<file path="src/rtl/spi_adc_master.sv">
// SPI master for the serial ADC: reads a 16-bit frame (4 zero bits + 12 data bits, MSB first).
// Optional build macro ADC_AVG4_EN averages four frames per data_valid strobe.
module spi_adc_master #(
  parameter int HALF_DIV   = 50,
  parameter int CS_SETUP   = 2,
  parameter int QUIET_CLKS = 50,
  parameter int IDLE_CLKS  = 1000
) (
  input  logic        clk,
  input  logic        n_rst,
  input  logic        start,
  input  logic        cont_en,
  input  logic        sdata,
  output logic        sclk,
  output logic        cs_n,
  output logic [11:0] adc_data,
  output logic        data_valid,
  output logic        frame_err,
  output logic        busy
);
  localparam logic [2:0] IDLE  = 3'd0;
  localparam logic [2:0] SETUP = 3'd1;
  localparam logic [2:0] SHIFT = 3'd2;
  localparam logic [2:0] HOLD  = 3'd3;
  localparam logic [2:0] QUIET = 3'd4;

  localparam int MAXC   = (HALF_DIV > CS_SETUP) ?
                          ((HALF_DIV > QUIET_CLKS) ? HALF_DIV : QUIET_CLKS) :
                          ((CS_SETUP > QUIET_CLKS) ? CS_SETUP : QUIET_CLKS);
  localparam int CNT_W  = $clog2(MAXC + 1);
  localparam int IDLE_W = (IDLE_CLKS > 1) ? $clog2(IDLE_CLKS) : 1;

  localparam logic [CNT_W-1:0]  HALF_LAST  = CNT_W'(HALF_DIV - 1);
  localparam logic [CNT_W-1:0]  SETUP_LAST = CNT_W'(CS_SETUP - 1);
  localparam logic [CNT_W-1:0]  QUIET_LAST = CNT_W'(QUIET_CLKS - 1);
  localparam logic [IDLE_W-1:0] IDLE_LAST  = IDLE_W'(IDLE_CLKS - 1);

  logic [2:0]        state;
  logic [CNT_W-1:0]  cnt;
  logic [IDLE_W-1:0] idle_cnt;
  logic [5:0]        edges;   // sclk edges issued this frame, 1..32
  logic [15:0]       shreg;

`ifdef ADC_AVG4_EN
  logic [13:0] sum;
  logic [1:0]  fcnt;
  logic        err_acc;
  logic [13:0] sum_nxt;
  logic        err_nxt;
  assign sum_nxt = sum + {2'b00, shreg[11:0]};
  assign err_nxt = err_acc | (|shreg[15:12]);
`endif

  always_ff @(posedge clk or negedge n_rst) begin
    if (!n_rst) begin
      state      <= IDLE;
      cnt        <= '0;
      idle_cnt   <= '0;
      edges      <= '0;
      shreg      <= '0;
      sclk       <= 1'b1;
      cs_n       <= 1'b1;
      adc_data   <= '0;
      data_valid <= 1'b0;
      frame_err  <= 1'b0;
      busy       <= 1'b0;
`ifdef ADC_AVG4_EN
      sum        <= '0;
      fcnt       <= '0;
      err_acc    <= 1'b0;
`endif
    end else begin
      data_valid <= 1'b0;
      case (state)
        IDLE: begin
          if (start || (cont_en && idle_cnt == IDLE_LAST)) begin
            state    <= SETUP;
            cs_n     <= 1'b0;
            busy     <= 1'b1;
            cnt      <= '0;
            idle_cnt <= '0;
          end else if (cont_en) begin
            idle_cnt <= idle_cnt + 1'b1;
          end else begin
            idle_cnt <= '0;
          end
        end
        SETUP: begin
          if (cnt == SETUP_LAST) begin
            state <= SHIFT;
            sclk  <= 1'b0;
            edges <= 6'd1;
            cnt   <= '0;
          end else begin
            cnt <= cnt + 1'b1;
          end
        end
        SHIFT: begin
          // After the 32nd edge sclk sits high one more half period before HOLD.
          if (cnt == HALF_LAST) begin
            cnt <= '0;
            if (edges == 6'd32) begin
              state <= HOLD;
            end else begin
              sclk  <= ~sclk;
              edges <= edges + 1'b1;
              if (!sclk) shreg <= {shreg[14:0], sdata};
            end
          end else begin
            cnt <= cnt + 1'b1;
          end
        end
        HOLD: begin
          if (cnt == HALF_LAST) begin
            cnt   <= '0;
            cs_n  <= 1'b1;
            state <= QUIET;
`ifdef ADC_AVG4_EN
            if (fcnt == 2'd3) begin
              adc_data   <= sum_nxt[13:2];
              frame_err  <= err_nxt;
              data_valid <= 1'b1;
              sum        <= '0;
              err_acc    <= 1'b0;
            end else begin
              sum     <= sum_nxt;
              err_acc <= err_nxt;
            end
            fcnt <= fcnt + 1'b1;
`else
            adc_data   <= shreg[11:0];
            frame_err  <= |shreg[15:12];
            data_valid <= 1'b1;
`endif
          end else begin
            cnt <= cnt + 1'b1;
          end
        end
        QUIET: begin
          if (cnt == QUIET_LAST) begin
            cnt   <= '0;
            state <= IDLE;
            busy  <= 1'b0;
          end else begin
            cnt <= cnt + 1'b1;
          end
        end
        default: state <= IDLE;
      endcase
    end
  end
endmodule
</file>
<file path="config.mk">
export PLATFORM = sky130hd
export DESIGN_NAME = spi_adc_master
export DESIGN_NICKNAME = d
export VERILOG_FILES = /design/src/rtl/spi_adc_master.sv
export SDC_FILE = /design/constraint.sdc
export NUM_CORES = 1
export LEC_CHECK = 0
export BUFFER_PORTS_ARGS = -buffer_cell sky130_fd_sc_hd__buf_2
export CAP_MARGIN = 20
export CORE_MARGIN = 2
export CORE_UTILIZATION = 44
export CTS_BUF_LIST = sky130_fd_sc_hd__clkbuf_2
export DETAILED_ROUTE_END_ITERATION = 7
export PLACE_DENSITY = 0.66
export SLEW_MARGIN = 20
export SYNTH_ARGS = -nofsm -noshare
export SYNTH_HDL_FRONTEND = slang
export SYNTH_SLANG_ARGS = --single-unit
</file>
<file path="constraint.sdc">
create_clock -name clk -period 5.19 [get_ports clk]
set_input_delay 0 -clock clk [delete_from_list [all_inputs] [get_ports clk]]
set_output_delay 0 -clock clk [all_outputs]
set_load 0.01 [all_outputs]
</file>
==> summary.md, run 1 <==
| Metric | Value |
|---|---|
| Skew final | `roughly 24 ps` |
| TritonCTS clock tree | `yes` |
| DRC | `0` |
| Final hold violations | `0` |
| Worst setup margin | `2641 ps` |
| Slowest stage delay, CP | `about 840 ps` |
| Top cell type's share of synthesized area | `roughly half` |
| Hold Path Class | `in2async` |
| Place WS | `about 2700 ps` |
| Cells resized by post-CTS repair | `0` |
| Period utilization | `49.11%` |
| CP Class | `reg2reg` |
| Cts bufs inserted | `9` |
| PortBufs | `21` |
| HPWL Detailed | `approximately 3 mm` |
| Largest delay contributor family on the critical path | `simple AND/OR/NAND/NOR gates` |
| Placement row count | `28` |
| Io pins | `22` |
| Highest ir drop seen on vdd | `between 0.15 and 0.2 mV` |
| FF+latch count, synth | `58` |
| Die Width | `~82 um` |
| Most frequent cell after synthesis | `dfrtp_1` |
| Post-route ant nets | `0` |
| Total GRT Usage | `around 16%` |
| Worst Setup SP | `state[1]` |
| Setup crit start kind | `register` |
| Initial antenna violation count | `0` |
| Critical-path top delay cell | `nor3_1` |
| Pwr dens | `about 330 nW/um2` |
| Wirelength, routed | `about 4.7 mm` |
| Die Y-Extent | `between 80 and 90 um` |
| Mapped Cells | `roughly 230` |
| Placer Congestion | `roughly 0.81` |
| Crit. End Element | `register` |
| Clock buffer depth | `2` |
| Worst path required time | `around 5600 ps` |
| FMAX | `approximately 390 MHz` |
| Ant diodes | `0` |
| Vias per cell | `roughly 5.5` |
| Post-synth design cell area | `roughly 2700 um2` |
| DR WL/cell | `13.96 um` |
| Fraction of layout cells with a size suffix above 1 | `29.43%` |
| Largest net degree at the start of global routing | `a little under 60` |
| Number of synthesized flops with an enable pin | `0` |
| Critical Path End | `idle_cnt[8]` |
| Post-Syn Nets | `between 200 and 250` |
| Area contributors post-synth | `dfrtp_1 (52%), mux2_2 (12%), ha_1 (2.3%)` |
| 1st-iter DRT viols | `between 100 and 150` |
| Critical path buffers and inverters | `1` |
| Worst slew margin | `33.11%` |
| Final core occ | `approximately half` |
| Pleak | `about 1.5 nW` |
| Setup violations, final | `0` |
| Worst Reg2Reg Path Length in Cells | `4` |
| H-tree depth | `3` |
| Sink Count | `58` |
| Synth top cells by count | `dfrtp_1 (56), mux2_2 (28), nand2_1 (15)` |
| Total congestion overflow | `0` |
| Slew Viols, Final | `0` |
| Stages on worst setup path | `4` |
| Starting Density | `45.63%` |
| Net count reported at finish | `270` |
| Clk slew on worst S/H paths | `170 ps` |
| Critical Path AT | `between 2000 and 3000 ps` |
| CP cell instances | `nor3_1 > nand3_1 > dlygate4sd3_1 > o21ai_0` |
| Cell accounting for the most synthesized area | `dfrtp_1` |
| Crit Path Max Fanout | `18` |
| Max_cap viols | `0` |
| Drt pass-1 iters | `4` |
| First-pass GRT wire length | `around 8 mm` |
| Top_reg_cell synth | `dfrtp_1` |
| Unrepaired setup endpoints after global routing | `false` |
| Total power draw | `about 990 uW` |
| Reg-to-Reg End | `idle_cnt[8]` |
| Warnings from Yosys | `0` |
| Vias | `about 1,900` |
| Number of global-route vias before repair | `1,683` |
| Post-synth ARST share | `100.0%` |
| Fin Setup TNS | `0 ps` |
| Worst-skew pair later-pin latency | `approximately 470 ps` |
| Status | `finished clean` |
| Count of different cell masters after synthesis | `between 50 and 60` |
| Minimum clock period | `roughly 2500 ps` |
| Cts hold-fix bufs | `5` |
| Root buf cell | `clkbuf_2` |
| Core Box Area | `approximately 6000 um2` |
| Measured slew at the worst slew-check pin | `about 1000 ps` |
| Post-synthesis sequential area ratio | `between 50% and 60%` |
| Layout area overhead | `10.70%` |
| Number of setup buffers added after CTS | `0` |
| Synthesized area per cell | `11.80 um2` |
| R2R setup slack | `between 2000 and 3000 ps` |
| Worst r2r src | `state[1]` |
| Overall die area | `roughly 6800 um2` |
-- layout by cell type, fill, tap and decap left out, types with 5 or more instances in the layout --
cell            n
mux2_2         28
nand2_1        15
a21oi_1        12
dlygate4sd3_1   5
nand3_1         9
nor2_1          8
inv_1           7
and3_1          7
o21ai_0        12
dfrtp_1        56
buf_2          21
ha_1            5
a31oi_1         8
clkbuf_2       10
a41oi_1         5
-- how the worst min path moves through the flow --
stage                      from           to  slack, ps  cells past startpoint
after global routing      n_rst  idle_cnt[9]        260                      3
after global placement    n_rst     edges[4]        200                      2
after floorplan           n_rst  adc_data[0]       -300                      0
after CTS                 n_rst  idle_cnt[9]        170                      3
after detailed placement  n_rst  idle_cnt[0]        200                      2
final                     n_rst       cnt[5]        190                      3
-- routing by layer --
metal  vias up  wire (um)  GRT usage (%)
li1        919          -              -
met1       897       2395          21.51
met2        34       2097          23.06
met3        10        159          3.587
met4         0         94          8.500
met5         -          0              0
-- flip-flops by register name, summed over array words and instances (netlist names) --
register	count
adc_data	12
busy	1
cnt	6
cs_n	1
data_valid	1
edges	6
frame_err	1
idle_cnt	10
sclk	1
shreg	16
state	3
-- metrics by stage --
stage	std cells	hold WS [ps]	cell area, um2
after floorplan	229	-295.6	2701
after global placement	319	197.9	2856
after detailed placement	319	195.9	2856
after CTS	340	172.9	2990
after global routing	340	260.1	2990
final	340	188.9	2990
-- where the power goes --
group	switching (mW)	internal, mW
Clock	0.164	0.0607
Combinational	0.118	0.0908
Sequential	0.0597	0.493
Total	0.342	0.645
-- final cells by class --
type | count | area (um2)
Fill cell | 534 | 2930
Sequential cell | 58 | 1454
Multi-Input combinational cell | 157 | 1170
Timing Repair Buffer | 27 | 162.7
Tap cell | 75 | 93.84
Clock buffer | 10 | 50.05
Clock inverter | 6 | 33.78
Inverter | 7 | 26.28
-- worst register-to-register path: cells and delay by family (launching register included) --
family / cells / cell delay [ps]
AO/OA/AOI/OAI: 1 / 190
buffers and inverters: 1 / 640
flip-flops: 1 / 580
AND/OR/NAND/NOR: 2 / 1070
-- cells by family after synthesis --
kind of cell               count (synthesis)  share of synthesized area, %
AOI/OAI and AO/OA                         57                         14.08
xor gates and xnor gates                   1                        0.3243
adders and majority gates                  5                         2.316
buffers and inverters                     14                         2.872
DFF                                       58                         53.82
muxes                                     30                         12.41
and+or+nand+nor                           64                         14.17
No activity file was read; power rests on OpenSTA's default activity.
==> inputs of run 2 (changes only) <==
--- a/config.mk
+++ b/config.mk
@@ -5,6 +5,7 @@
 export SDC_FILE = /design/constraint.sdc
 export NUM_CORES = 1
 export LEC_CHECK = 0
+export ABC_AREA = 1
 export BUFFER_PORTS_ARGS = -buffer_cell sky130_fd_sc_hd__buf_2
 export CAP_MARGIN = 20
 export CORE_MARGIN = 2
==> constraint.sdc (replaced) <==
create_clock -name clk -period 2.51 [get_ports clk]
set_input_delay 0 -clock clk [delete_from_list [all_inputs] [get_ports clk]]
set_output_delay 0 -clock clk [all_outputs]
set_load 0.01 [all_outputs]
==> run 2 against run 1 <==
Final cell count is 30% higher. First-iteration DRC count is 34% lower. Die area is 2.7% higher. Via count is 19% higher. Worst hold slack worse by 130 ps. Clock power grew to 2.5 times the previous value. Core utilization is 1.1 points higher. Worst setup slack worse by 2000 ps. Non-clock buffer count is 1 higher. Register-to-register slack worse by 2000 ps.
==> summary.md, run 2 <==
| Metric | Value |
|---|---|
| Status | `finished clean` |
| Commonest cells after routing, fill and taps aside | `nand2_1 (105), dfrtp_1 (56), inv_1 (33), nand3_1 (24), o21ai_1 (22)` |
| Worst setup margin | `654.3 ps (-1987 ps)` |
| Clock buffer depth | `2 (unchanged)` |
| Internal power | `1.448 mW (+120%)` |
| Die Width | `83.47 um (+1.4%)` |
| Mux cell area share after synthesis | `0% (-12 points)` |
| Sw Ratio | `38.71% (+4.1 points)` |
| Final instance area | `3112 um2 (+4.1%)` |
| Minimum clock period | `1856 ps (-692.9 ps)` |
| Worst r2r src | `cnt[0]` |
| Warnings from Yosys | `0 (unchanged)` |
| Total GRT Usage | `16.18% (+0.48 points)` |
| First-pass GRT wire length | `9.094 mm (+13%)` |
| Placement row count | `28 (unchanged)` |
| Pleak | `1.537 nW (+5.2%)` |
| Post-synthesis compound-gate area fraction | `8.915% (-5.2 points)` |
| Vias per cell | `4.989 (-8.8%)` |
| PortBufs | `21 (unchanged)` |
| Number of global-route vias before repair | `2,032 (+21%)` |
| Placer Congestion | `0.7899 (-2.6%)` |
| H-tree depth | `3 (unchanged)` |
| Synth Area in Simple Gates | `25.48% (+11 points)` |
| Io pins | `22 (unchanged)` |
| Highest ir drop seen on vdd | `0.2988 mV (+98%)` |
| Worst-skew pair later-pin latency | `510 ps (+40 ps)` |
| Total placed cells including tap cells | `421 (+32%)` |
| Post-Synth Adder-Cell Area | `2.251% (-0.065 points)` |
| HPWL Detailed | `3.537 mm (+14%)` |
| Overall die area | `6967 um2 (+2.7%)` |
| GR Util met2 | `24.41% (+1.3 points)` |
| Measured slew at the worst slew-check pin | `796.2 ps (-199.7 ps)` |
| Worst slew margin | `46.79% (+14 points)` |
| Area contributors post-synth | `dfrtp_1 (50%), nand2_1 (14%), inv_1 (4.5%)` |
| Commonest non-fill, non-tap cell in the layout | `nand2_1` |
| Top_reg_cell synth | `dfrtp_1` |
| Critical-path top delay cell | `nand2_1` |
| Largest net degree at the start of global routing | `30 (-49%)` |
| Initial antenna violation count | `0 (unchanged)` |
| Crit. End Element | `register` |
| Comb power frac | `28.5% (+7.4 points)` |
| Cell accounting for the most synthesized area | `dfrtp_1` |
| Max reg flops | `16 (unchanged)` |
| Most frequent cell after synthesis | `nand2_1` |
| Fin Setup TNS | `0 ps (unchanged)` |
| Fraction of layout cells with a size suffix above 1 | `13.62% (-16 points)` |
| Synthesized area per cell | `8.472 um2 (-28%)` |
| DP Area | `2957 um2 (+3.5%)` |
| Slowest stage delay, CP | `590 ps (-250 ps)` |
| CP Class | `reg2reg` |
| Worst Setup SP | `cnt[0]` |
| Largest family of logic cells by synthesized area | `simple AND/OR/NAND/NOR gates` |
| M3 GR Usage | `6.330% (+2.7 points)` |
| Final hold violations | `0 (unchanged)` |
| Non-Filler Instances | `442 (+30%)` |
| Starting Density | `46.12% (+0.49 points)` |
| DR WL/cell | `11.82 um (-15%)` |
| Cells resized by post-CTS repair | `0 (unchanged)` |
| Slew Viols, Final | `0 (unchanged)` |
| Clk pwr share | `24.0% (+1.2 points)` |
| Layout area overhead | `11.98%` |
| 1st-iter DRT viols | `81 (-34%)` |
| Worst path required time | `2870 ps (-2710 ps)` |
| Psw | `914.5 uW (+170%)` |
| Critical Path AT | `2210 ps (-720 ps)` |
| Clk slew on worst S/H paths | `170 ps (about the same)` |
| Pwr dens | `759.2 nW/um2 (+130%)` |
| Sink Count | `58 (unchanged)` |
| Mapped Cells | `328 (+43%)` |
| Wirelength, routed | `5.224 mm (+10%)` |
| CP cell instances | `ha_1 > nand3_4 > inv_1 > nand2_1 > o21ai_0` |
| Vias | `2,205 (+19%)` |
| Setup violations, final | `0 (unchanged)` |
| FMAX | `538.9 MHz (+37%)` |
| XOR/XNOR share of the synthesized area | `4.728% (+4.4 points)` |
| Skew final | `33.96 ps (+10.12 ps)` |
| Number of synthesized flops with an enable pin | `0 (unchanged)` |
| Biggest regs | `shreg (16), adc_data (12), idle_cnt (10)` |
| DRC | `0 (unchanged)` |
| Met1 GRT Util | `21.57% (+0.052 points)` |
| Top cell type's share of synthesized area | `50.43% (-1.4 points)` |
| Place WS | `622.0 ps (-2072 ps)` |
| Hold Path Class | `in2reg` |
| Setup crit start kind | `register` |
| Post-route ant nets | `0 (unchanged)` |
| Drt pass-1 iters | `5 (+1)` |
| Period utilization | `73.93% (+25 points)` |
| Post-synthesis sequential area ratio | `52.32% (-1.5 points)` |
| Max_cap viols | `0 (unchanged)` |
| Global route hottest layer | `met2` |
| Crit Path Max Fanout | `29 (+11)` |
| Post-Syn Nets | `338 (+41%)` |
| Reg power frac | `47.4% (-8.7 points)` |
| Die Y-Extent | `83.47 um (+1.4%)` |
| Post-synth design cell area | `2779 um2 (+2.9%)` |
| Hold Path Origin | `cont_en` |
| Biggest register | `shreg` |
| Post-synth ARST share | `100.0% (unchanged)` |
| TritonCTS clock tree | `yes` |
| Synth top cells by count | `nand2_1 (105), dfrtp_1 (56), inv_1 (33)` |
| Fill cells | `597 (+12%)` |
| Ant diodes | `0 (unchanged)` |
| Cts bufs inserted | `9 (unchanged)` |
| Core Box Area | `6026 um2 (+1.8%)` |
| Count of different cell masters after synthesis | `30 (-41%)` |
| FF+latch count, synth | `58 (unchanged)` |
| Root buf cell | `clkbuf_2` |
| Unrepaired setup endpoints after global routing | `false` |
| Total congestion overflow | `0 (unchanged)` |
| Net count reported at finish | `372 (+38%)` |
==> run 2: cell families after synthesis <==
| family | count (synthesis) |
|---|---|
| adder cells (fa/ha/maj) | 5 |
| AND/OR/NAND/NOR | 163 |
| flip-flops | 58 |
| AO/OA/AOI/OAI | 45 |
| buffers and inverters | 42 |
| XOR/XNOR | 15 |
==> run 2: final cells by class <==
type	instances	area, um2	share of cell area, %
well taps	75	93.84	3.016
inverters	37	138.9	4.463
multi-input cells	228	1150	36.95
clock buffers	9	45.04	1.448
repair buffers	28	170.2	5.468
clock inverters	7	60.06	1.930
flip-flops and latches	58	1454	46.72
==> run 2: per-stage QoR <==
| stage | power, mW | hold slack, ps | utilization, % |
|---|---|---|---|
| 2_1_floorplan | 1.634 | -295.6 | - |
| 3_3_place_gp | 1.789 | 18.15 | 49.07 |
| 3_5_place_dp | 1.806 | 13.55 | 49.07 |
| 4_1_cts | 2.389 | 44.08 | 51.64 |
| 5_1_grt | 2.539 | 63.89 | 51.64 |
| 6_report | 2.362 | 55.68 | 51.64 |
==> run 2: critical path: cells and delay by family, from the launching register on <==
kind | cells | cell delay, ps
AND/OR/NAND/NOR | 2 | 750
flip-flops | 1 | 450
adder cells (fa/ha/maj) | 1 | 260
AO/OA/AOI/OAI | 1 | 200
buffers and inverters | 1 | 80
==> run 2: metal layers <==
layer  share of wire, %  vias to the layer above
li1                   -                     1119
met1                 48                     1029
met2                 45                       41
met3                4.2                       16
met4                2.3                        0
met5                  0                        -
==> run 2: timing repair <==
item                      4_1_cts  5_1_grt
hold endpoints to repair       61        0
buffers inserted                0        0
hold buffers                    5        0
==> run 2: path summary, 6_finish.rpt <==
| check | depth (start not counted) | to | slack, ps |
|---|---|---|---|
| worst max-delay path | 5 | frame_err | 650 |
| worst min-delay path | 3 | idle_cnt[9] | 60 |
| worst max register to register | 5 | frame_err | 650 |
| worst min register to register | 2 | cs_n | 490 |
| min in group asynchronous | 3 | state[2] | 440 |
| max in group asynchronous | 4 | shreg[11] | 730 |
==> run 2: power groups by stage <==
stage          sequential [mW]  combinational [mW]  clock, mW
6_report                  1.12               0.674      0.568
5_1_grt                   1.14               0.779      0.625
4_1_cts                   1.12               0.683      0.586
3_5_place_dp              1.13               0.671          0
3_3_place_gp              1.13               0.657          0
2_1_floorplan             1.12               0.515          0
==> inputs of run 3 (changes only) <==
--- a/config.mk
+++ b/config.mk
@@ -12,7 +12,7 @@
 export CORE_UTILIZATION = 44
 export CTS_BUF_LIST = sky130_fd_sc_hd__clkbuf_2
 export DETAILED_ROUTE_END_ITERATION = 7
-export PLACE_DENSITY = 0.66
+export PLACE_DENSITY = 0.68
 export SLEW_MARGIN = 20
 export SYNTH_ARGS = -nofsm -noshare
 export SYNTH_HDL_FRONTEND = slang
==> constraint.sdc (replaced) <==
create_clock -name clk -period 1.6 [get_ports clk]
set_input_delay 0 -clock clk [delete_from_list [all_inputs] [get_ports clk]]
set_output_delay 0 -clock clk [all_outputs]
set_load 0.01 [all_outputs]
==> run 3 against run 2 <==
Combinational power rose by 130%. Die area did not move. Sequential power rose by 54%. Highest routed layer unchanged. Critical path type unchanged. First-iteration DRC count rose by 75%.
==> summary.md, run 3 (synthesis gave the netlist of run 2 again) <==
| Metric | Value |
|---|---|
| Final hold violations | `0 (unchanged)` |
| Largest net degree at the start of global routing | `59 (+97%)` |
| Root buf cell | `clkbuf_2` |
| Overall die area | `6967 um2 (unchanged)` |
| Layout area overhead | `22.56%` |
| Cts bufs inserted | `9 (unchanged)` |
| Biggest regs | `shreg (16), adc_data (12), idle_cnt (10)` |
| Post-route ant nets | `0 (unchanged)` |
| Die Width | `83.47 um (unchanged)` |
| Critical Path AT | `1900 ps (-310 ps)` |
| First-pass GRT wire length | `9.404 mm (+3.4%)` |
| Setup violations, final | `0 (unchanged)` |
| FMAX | `667.7 MHz (+24%)` |
| Net count reported at finish | `396 (+6.5%)` |
| Worst-skew pair later-pin latency | `490 ps (-20 ps)` |
| Non-Filler Instances | `466 (+5.4%)` |
| CP Class | `reg2reg` |
| 1st-iter DRT viols | `142 (+75%)` |
| Wirelength, routed | `5.335 mm (+2.1%)` |
| Vias per cell | `4.882 (-2.1%)` |
| Pwr dens | `1225 nW/um2 (+61%)` |
| Clock buffer depth | `2 (unchanged)` |
| Starting Density | `46.12% (unchanged)` |
| Placer Congestion | `0.8623 (+9.2%)` |
| Placement row count | `28 (unchanged)` |
| Minimum clock period | `1498 ps (-358.1 ps)` |
| Total congestion overflow | `0 (unchanged)` |
| DP Area | `3102 um2 (+4.9%)` |
| Slew Viols, Final | `0 (unchanged)` |
| Max reg flops | `16 (unchanged)` |
| Measured slew at the worst slew-check pin | `311.0 ps (-485.2 ps)` |
| Crit Path Max Fanout | `14 (-52%)` |
| HPWL Detailed | `3.508 mm (-0.83%)` |
| Skew final | `25.37 ps (-8.591 ps)` |
| Core Box Area | `6026 um2 (unchanged)` |
| Ant diodes | `0 (unchanged)` |
| Pleak | `1.665 nW (+8.3%)` |
| H-tree depth | `3 (unchanged)` |
| Max_cap viols | `0 (unchanged)` |
| Unrepaired setup endpoints after global routing | `true` |
| Hold_ws | `287.2 ps (+231.5 ps)` |
| Total GRT Usage | `16.64% (+0.46 points)` |
| Die Y-Extent | `83.47 um (unchanged)` |
| Commonest non-fill, non-tap cell in the layout | `nand2_1` |
| Final instance area | `3406 um2 (+9.4%)` |
| Period utilization | `93.60% (+20 points)` |
| Io pins | `22 (unchanged)` |
| DR WL/cell | `11.45 um (-3.1%)` |
| Commonest cells after routing, fill and taps aside | `nand2_1 (102), dfrtp_1 (55), inv_1 (33), nand3_1 (22), o21ai_1 (22)` |
| Crit. End Element | `register` |
| Vias | `2,275 (+3.2%)` |
| Fraction of layout cells with a size suffix above 1 | `21.99% (+8.4 points)` |
| Initial antenna violation count | `0 (unchanged)` |
| Number of global-route vias before repair | `2,095 (+3.1%)` |
| Hold Path Class | `in2reg` |
| Highest ir drop seen on vdd | `0.7549 mV (+150%)` |
| DRC | `0 (unchanged)` |
| Status | `finished clean` |
| Clk slew on worst S/H paths | `180 ps (about the same)` |
| Worst slew margin | `79.27% (+32 points)` |
| Drt pass-1 iters | `4 (-1)` |
| Biggest register | `shreg` |
| Total placed cells including tap cells | `437 (+3.8%)` |
| Sink Count | `58 (unchanged)` |
| Worst path required time | `2010 ps (-860 ps)` |
| Setup crit start kind | `register` |
| TritonCTS clock tree | `yes` |
| PortBufs | `21 (unchanged)` |
| Fill cells | `546 (-8.5%)` |
[run 3: metal layers]
metal | routed length, um | up-vias | GRT usage (%)
met5 | 0 | - | 0
met4 | 83 | 0 | 5.279
met3 | 193 | 11 | 5.638
met2 | 2471 | 26 | 26.39
met1 | 2587 | 1076 | 21.65
li1 | - | 1162 | -
[run 3: final timing paths]
| path | startpoint | to | slack [ps] | cells past startpoint |
|---|---|---|---|---|
| worst max-delay path | state[0] | shreg[4] | 100 | 8 |
| worst min-delay path | sdata | shreg[0] | 290 | 4 |
| worst max register to register | state[0] | shreg[4] | 100 | 8 |
| worst min register to register | cs_n | cs_n | 480 | 2 |
| max in group asynchronous | n_rst | sclk | 700 | 4 |
| min in group asynchronous | n_rst | idle_cnt[4] | 570 | 4 |
[run 3: area by class of cell]
class | instances | area, um2 | share of cell area [%]
inverter | 37 | 141.4 | 4.151
clock inverter | 7 | 70.07 | 2.057
timing repair buffer | 51 | 384.1 | 11.28
multi-input combinational | 229 | 1216 | 35.71
clock buffer | 9 | 45.04 | 1.323
tap | 75 | 93.84 | 2.755
sequential | 58 | 1455 | 42.73
[run 3: worst max-delay path, cell delays in order, from the launching register on]
cell	delay, ps
dfrtp_1	430
inv_1	110
nand2_1	140
nor2_4	180
inv_2	70
nor2_4	190
nand2_4	150
nand2_1	80
o21ai_1	60
[run 3: repair_timing]
item | 4_1_cts | 5_1_grt
hold endpoints to repair | 71 | 0
hold buffers | 5 | 0
setup buffers | 0 | 7
endpoints found under the setup margin | 0 | 25
gates resized for setup | 0 | 17
[run 3: through the flow]
stage	total power, mW	TNS (ps)	utilization (%)	setup WS [ps]
finish	4.171	0	56.52	102.4
CTS	3.980	0	54.22	5.999
floorplan	2.563	0	-	105.6
global placement	2.993	0	51.47	71.08
global route	4.534	-70.72	56.52	-22.77
detailed placement	3.034	0	51.47	15.59
[run 3: where the power goes]
part | total [mW] | internal [mW] | switching, mW | leakage (nW)
Combinational | 1.53 | 0.620 | 0.906 | 0.823
Clock | 0.924 | 0.353 | 0.571 | 0.0616
Sequential | 1.72 | 1.61 | 0.115 | 0.781
Total | 4.17 | 2.58 | 1.59 | 1.67
